File: config.mk
export PLATFORM = sky130hd
export DESIGN_NAME = div_uns_seq
export DESIGN_NICKNAME = d
export VERILOG_FILES = /design/src/rtl/div_uns_seq.sv
export SDC_FILE = /design/constraint.sdc
export NUM_CORES = 1
export LEC_CHECK = 0
export CORE_ASPECT_RATIO = 1.75
export CORE_UTILIZATION = 45
export DETAILED_ROUTE_END_ITERATION = 8
export PLACE_DENSITY = 0.75
export SLEW_MARGIN = 25
export SYNTH_ARGS = -nofsm -noshare
export SYNTH_HDL_FRONTEND = slang
export SYNTH_SLANG_ARGS = --single-unit
File: constraint.sdc
create_clock -name clk_i -period 2.04 [get_ports clk_i]
set_input_delay 0.408 -clock clk_i [delete_from_list [all_inputs] [get_ports clk_i]]
set_output_delay 0.408 -clock clk_i [all_outputs]
set_load 0.01 [all_outputs]
File: src/rtl/div_uns_seq.sv
// Sequential radix-2 restoring divider for unsigned operands.
// Resolves one quotient bit per cycle; one operation in flight, valid/ready on both sides.
module div_uns_seq #(
    parameter int widthX = 8,
    parameter int widthY = 8
) (
    input  logic              clk_i,
    input  logic              rst_ni,
    input  logic              in_valid_i,
    output logic              in_ready_o,
    input  logic [widthX-1:0] X,
    input  logic [widthY-1:0] Y,
    output logic              out_valid_o,
    input  logic              out_ready_i,
    output logic [widthX-1:0] Q,
    output logic [widthY-1:0] R,
    output logic              div_zero_o
);

    localparam int CW = (widthX > 1) ? $clog2(widthX) : 1;
    localparam logic [CW-1:0] LAST = CW'(widthX - 1);

    typedef enum logic [1:0] {IDLE, BUSY, DONE} state_t;

    state_t            state, state_nx;
    logic [widthX-1:0] dvd, dvd_nx;
    logic [widthY-1:0] dvs;
    logic [widthY:0]   rem, rem_sh, rem_nx;
    logic [CW-1:0]     cnt;
    logic              zero;
    logic              ge;

    always_ff @(posedge clk_i or negedge rst_ni) begin
        if (!rst_ni) state <= IDLE;
        else         state <= state_nx;
    end

    // Handshake outputs decode from state only, so no input-to-output path exists.
    always_comb begin
        state_nx    = state;
        in_ready_o  = 1'b0;
        out_valid_o = 1'b0;
        case (state)
            IDLE: begin
                in_ready_o = 1'b1;
                if (in_valid_i) state_nx = BUSY;
            end
            BUSY: if (cnt == LAST) state_nx = DONE;
            DONE: begin
                out_valid_o = 1'b1;
                if (out_ready_i) state_nx = IDLE;
            end
            default: state_nx = IDLE;
        endcase
    end

    // One restoring step: partial remainder stays below Y, so widthY+1 bits never overflow.
    always_comb begin
        rem_sh    = {rem[widthY-1:0], dvd[widthX-1]};
        ge        = (rem_sh >= {1'b0, dvs});
        rem_nx    = ge ? (rem_sh - {1'b0, dvs}) : rem_sh;
        dvd_nx    = dvd << 1;
        dvd_nx[0] = ge;
    end

    always_ff @(posedge clk_i or negedge rst_ni) begin
        if (!rst_ni) begin
            dvd        <= '0;
            dvs        <= '0;
            rem        <= '0;
            cnt        <= '0;
            zero       <= 1'b0;
            Q          <= '0;
            R          <= '0;
            div_zero_o <= 1'b0;
        end else begin
            case (state)
                IDLE: if (in_valid_i) begin
                    dvd  <= X;
                    dvs  <= Y;
                    rem  <= '0;
                    cnt  <= '0;
                    zero <= (Y == '0);
                end
                BUSY: begin
                    dvd <= dvd_nx;
                    rem <= rem_nx;
                    cnt <= (cnt == LAST) ? '0 : cnt + CW'(1);
                    if (cnt == LAST) begin
                        // With Y==0 nothing is subtracted, so the low remainder bits are X's low bits.
                        Q          <= zero ? '1 : dvd_nx;
                        R          <= rem_nx[widthY-1:0];
                        div_zero_o <= zero;
                    end
                end
                default: ;
            endcase
        end
    end

endmodule

==> results.toml <==
[synth]
netlist_instances = 256
syn_area_um2 = 2516
synth-edff-count = 0
synth.ff_latch_count = 47
ys.flop_type = "dfrtp_1"
ys_seq_area_share_pct = 46.74
ys_async_sr_fraction_pct = 100.0
yosys_warnings = 0
synth_cell_type_count = 52
synthesis.nets = 287
synth_area_per_cell_um2 = 9.829

[final_layout]
area_growth_pct = 29.04
seq_area_um2 = 1176
n_fill_cell = 453
multi_input_area_um2 = 1237
drive_gt1_share_pct = 18.53
num_antenna_cells = 0
final_nets = 343
final_common_cell = "dfrtp_1"
layout_common_cells = "dfrtp_1 (47), nand2_1 (37), clkdlybuf4s50_1 (37), buf_4 (25), o21ai_0 (23)"

[pwr]
combPwrFrac_pct = 60.4
p_switching_mw = 2.530
clkPwrFrac_pct = 11.7
p_leak_nw = 1.507
pwr-share-seq_pct = 27.9
p_int_mw = 3.460
finalPower_mw = 5.990
cellPowerDensity_nw_per_um2 = 1845
p_sw_share_pct = 42.24
ir_worst_vdd_mv = 0.7803

[outcome]
violations = "setup timing"
outcome = "finished, violations left"

[clock_tree]
h-tree-depth = 2
clockBufferDepth = 2
numCtsBuffers = 5
cts_hold_buf = 0
clock_latency_ps = 310
cts.sinks = 47
cts_tree = "yes"
cts_root_buf = "clkbuf_8"
path_clk_slew_ps = 90

[critical_path]
rr_startpoint = "dvd[7]"
r2r-end = "R[6]"
cpPeakStageDelay_ps = 390
worstPathArrival_ps = 2290
worst_setup_path_start_kind = "register"
critical_path.cell_chain = "inv_2 > ha_4 > inv_2 > fa_2 > a211o_1 > a2111oi_2 > a41oi_1 > a22o_1 > a21oi_1"
cp_common_cell = "inv_2"
critPathKind = "reg2reg"
ff2ff_path_depth = 9
reg2reg_slack_ps = -10
crit_family = "compound AO/OA/AOI/OAI gates"
crit_fanout = 3
cp.required_ps = 2280
path_buf_inv = 2
cpMaxStageDelayCell = "dfrtp_1"
cp-end-kind = "register"

[timing]
min_period_ps = 2050
finalSetupViolCount = 1
fmax_mhz = 487.8
rsz0062_at_grt = "yes"
finClkSkew_ps = 6.226
drv_slew = 0
slew_headroom_pct = 61.11
setup-tns-final_ps = -10.20
tightestPinTransition_ps = 583.4
fin_ws_ps = -10.20
period_share_pct = 100.5
hold_viol = 0

[route]
routed_via_density = 5.535
vias = 2142
firstDrtPassIters = 4
drt_iter0_drc = 75
wl_per_cell_um = 15.63
drc = 0
wl_mm = 6.047
ant_nets = 0

[placement]
preCtsSetupSlack_ps = -69.25
io_buffers = 38
place_hpwl_mm = 4.530
place.gp.congestion = 0.9220

[global_route]
grt_pass1_wl_mm = 9.901
antenna_found_initial = 0
grt_pass1_vias = 2119
grt_overflow = 0
grt_start_max_net_pins = 48
grt.total_usage_pct = 22.36

[floorplanning]
fp.dieW_um = 58.53
die_area_um2 = 5906
start_util_pct = 47.10
rows = 35
dieHeight_um = 100.9
ios = 39
core_um2 = 5343

[hold_path]
hold_class = "in2async"

[run]
maxCapViolCount = 0
-- Yosys cell counts, types with 2 or more instances --
| cell type | number | area [um^2] |
|---|---|---|
| dfrtp_1 | 47 | 1176 |
| nand2_1 | 37 | 138.9 |
| o21ai_0 | 23 | 115.1 |
| inv_1 | 12 | 45.04 |
| nand3_1 | 11 | 55.05 |
| ha_1 | 10 | 125.1 |
| nor2_1 | 10 | 37.54 |
| a21oi_1 | 9 | 45.04 |
| mux2_2 | 8 | 90.09 |
| buf_2 | 7 | 35.03 |
| mux2i_1 | 7 | 70.07 |
| o31ai_1 | 6 | 45.04 |
| a31oi_1 | 5 | 31.28 |
| clkbuf_1 | 5 | 18.77 |
| nand4_1 | 5 | 31.28 |
| nand2b_1 | 4 | 25.02 |
| a41oi_1 | 3 | 26.28 |
| and2_1 | 3 | 18.77 |
| o21a_1 | 3 | 22.52 |
| a211o_1 | 2 | 17.52 |
| a21o_1 | 2 | 15.01 |
| nor2b_1 | 2 | 12.51 |
| nor3_2 | 2 | 20.02 |
| nor4_1 | 2 | 12.51 |
| o211ai_1 | 2 | 15.01 |
| o311ai_1 | 2 | 17.52 |
| xor2_1 | 2 | 17.52 |
-- power groups by stage --
stage          Sequential, mW  Clock, mW  Combinational [mW]
2_1_floorplan            1.69          0                2.23
6_report                 1.67      0.700                3.62
4_1_cts                  1.66      0.709                3.50
3_3_place_gp             1.66          0                3.42
3_5_place_dp             1.68          0                3.50
5_1_grt                  1.72      0.741                3.98
-- metal layers --
| layer | track usage (%) | vias to the layer above | part of all wire [%] |
|---|---|---|---|
| li1 | - | 1029 | - |
| met1 | 24.48 | 1035 | 39 |
| met2 | 40.41 | 67 | 54 |
| met3 | 2.311 | 11 | 3.6 |
| met4 | 13.19 | 0 | 3.5 |
| met5 | 0 | - | 0 |
-- final cells by class --
class                   count  area share (%)
clock buffers               5           2.119
well taps                  74           2.852
inverters                  12           1.387
flip-flops and latches     47           36.22
multi-input cells         182           38.11
repair buffers             64           17.96
clock inverters             3           1.349
-- kinds of logic after synthesis --
family / Yosys count / share of synthesized area, %
AND/OR/NAND/NOR: 84 / 16.46
buffers and inverters: 27 / 4.823
flip-flops: 47 / 46.74
multiplexers: 15 / 6.365
AO/OA/AOI/OAI: 69 / 18.80
adder cells (fa/ha/maj): 11 / 5.768
XOR/XNOR: 3 / 1.044
-- registers in the layout, indices dropped and copies added, names as in the netlist --
signal / count
Q: 8
dvs: 8
div_zero_o: 1
dvd: 8
cnt: 3
zero: 1
rem: 8
R: 8
state: 2
-- timing repair --
action,4_1_cts,5_1_grt
resized for setup,0,5
setup buffers,0,3
gates cloned,0,0
pin swaps,1,0
endpoints found under the setup margin,2,12
-- through the flow --
stage	util, %	std cells	area (um^2)	hold WS, ps
2_1_floorplan	-	256	2519	112.4
3_3_place_gp	57.94	376	3095	448.0
3_5_place_dp	57.94	376	3095	454.7
4_1_cts	60.05	384	3208	202.8
5_1_grt	60.77	387	3247	232.8
6_report	60.77	387	3247	170.8
-- worst max-delay path by stage --
stage / startpoint / endpoint / slack [ps] / depth (start not counted)
after detailed placement: dvd[7] / rem[6] / -70 / 9
after CTS: dvd[7] / R[6] / -50 / 9
after global placement: dvd[7] / rem[6] / 4 / 9
after global routing: dvd[7] / R[6] / -110 / 9
final: dvd[7] / R[6] / -10 / 9
after floorplan: dvd[7] / R[6] / 10 / 9
No activity file was read; power rests on OpenSTA's default activity.
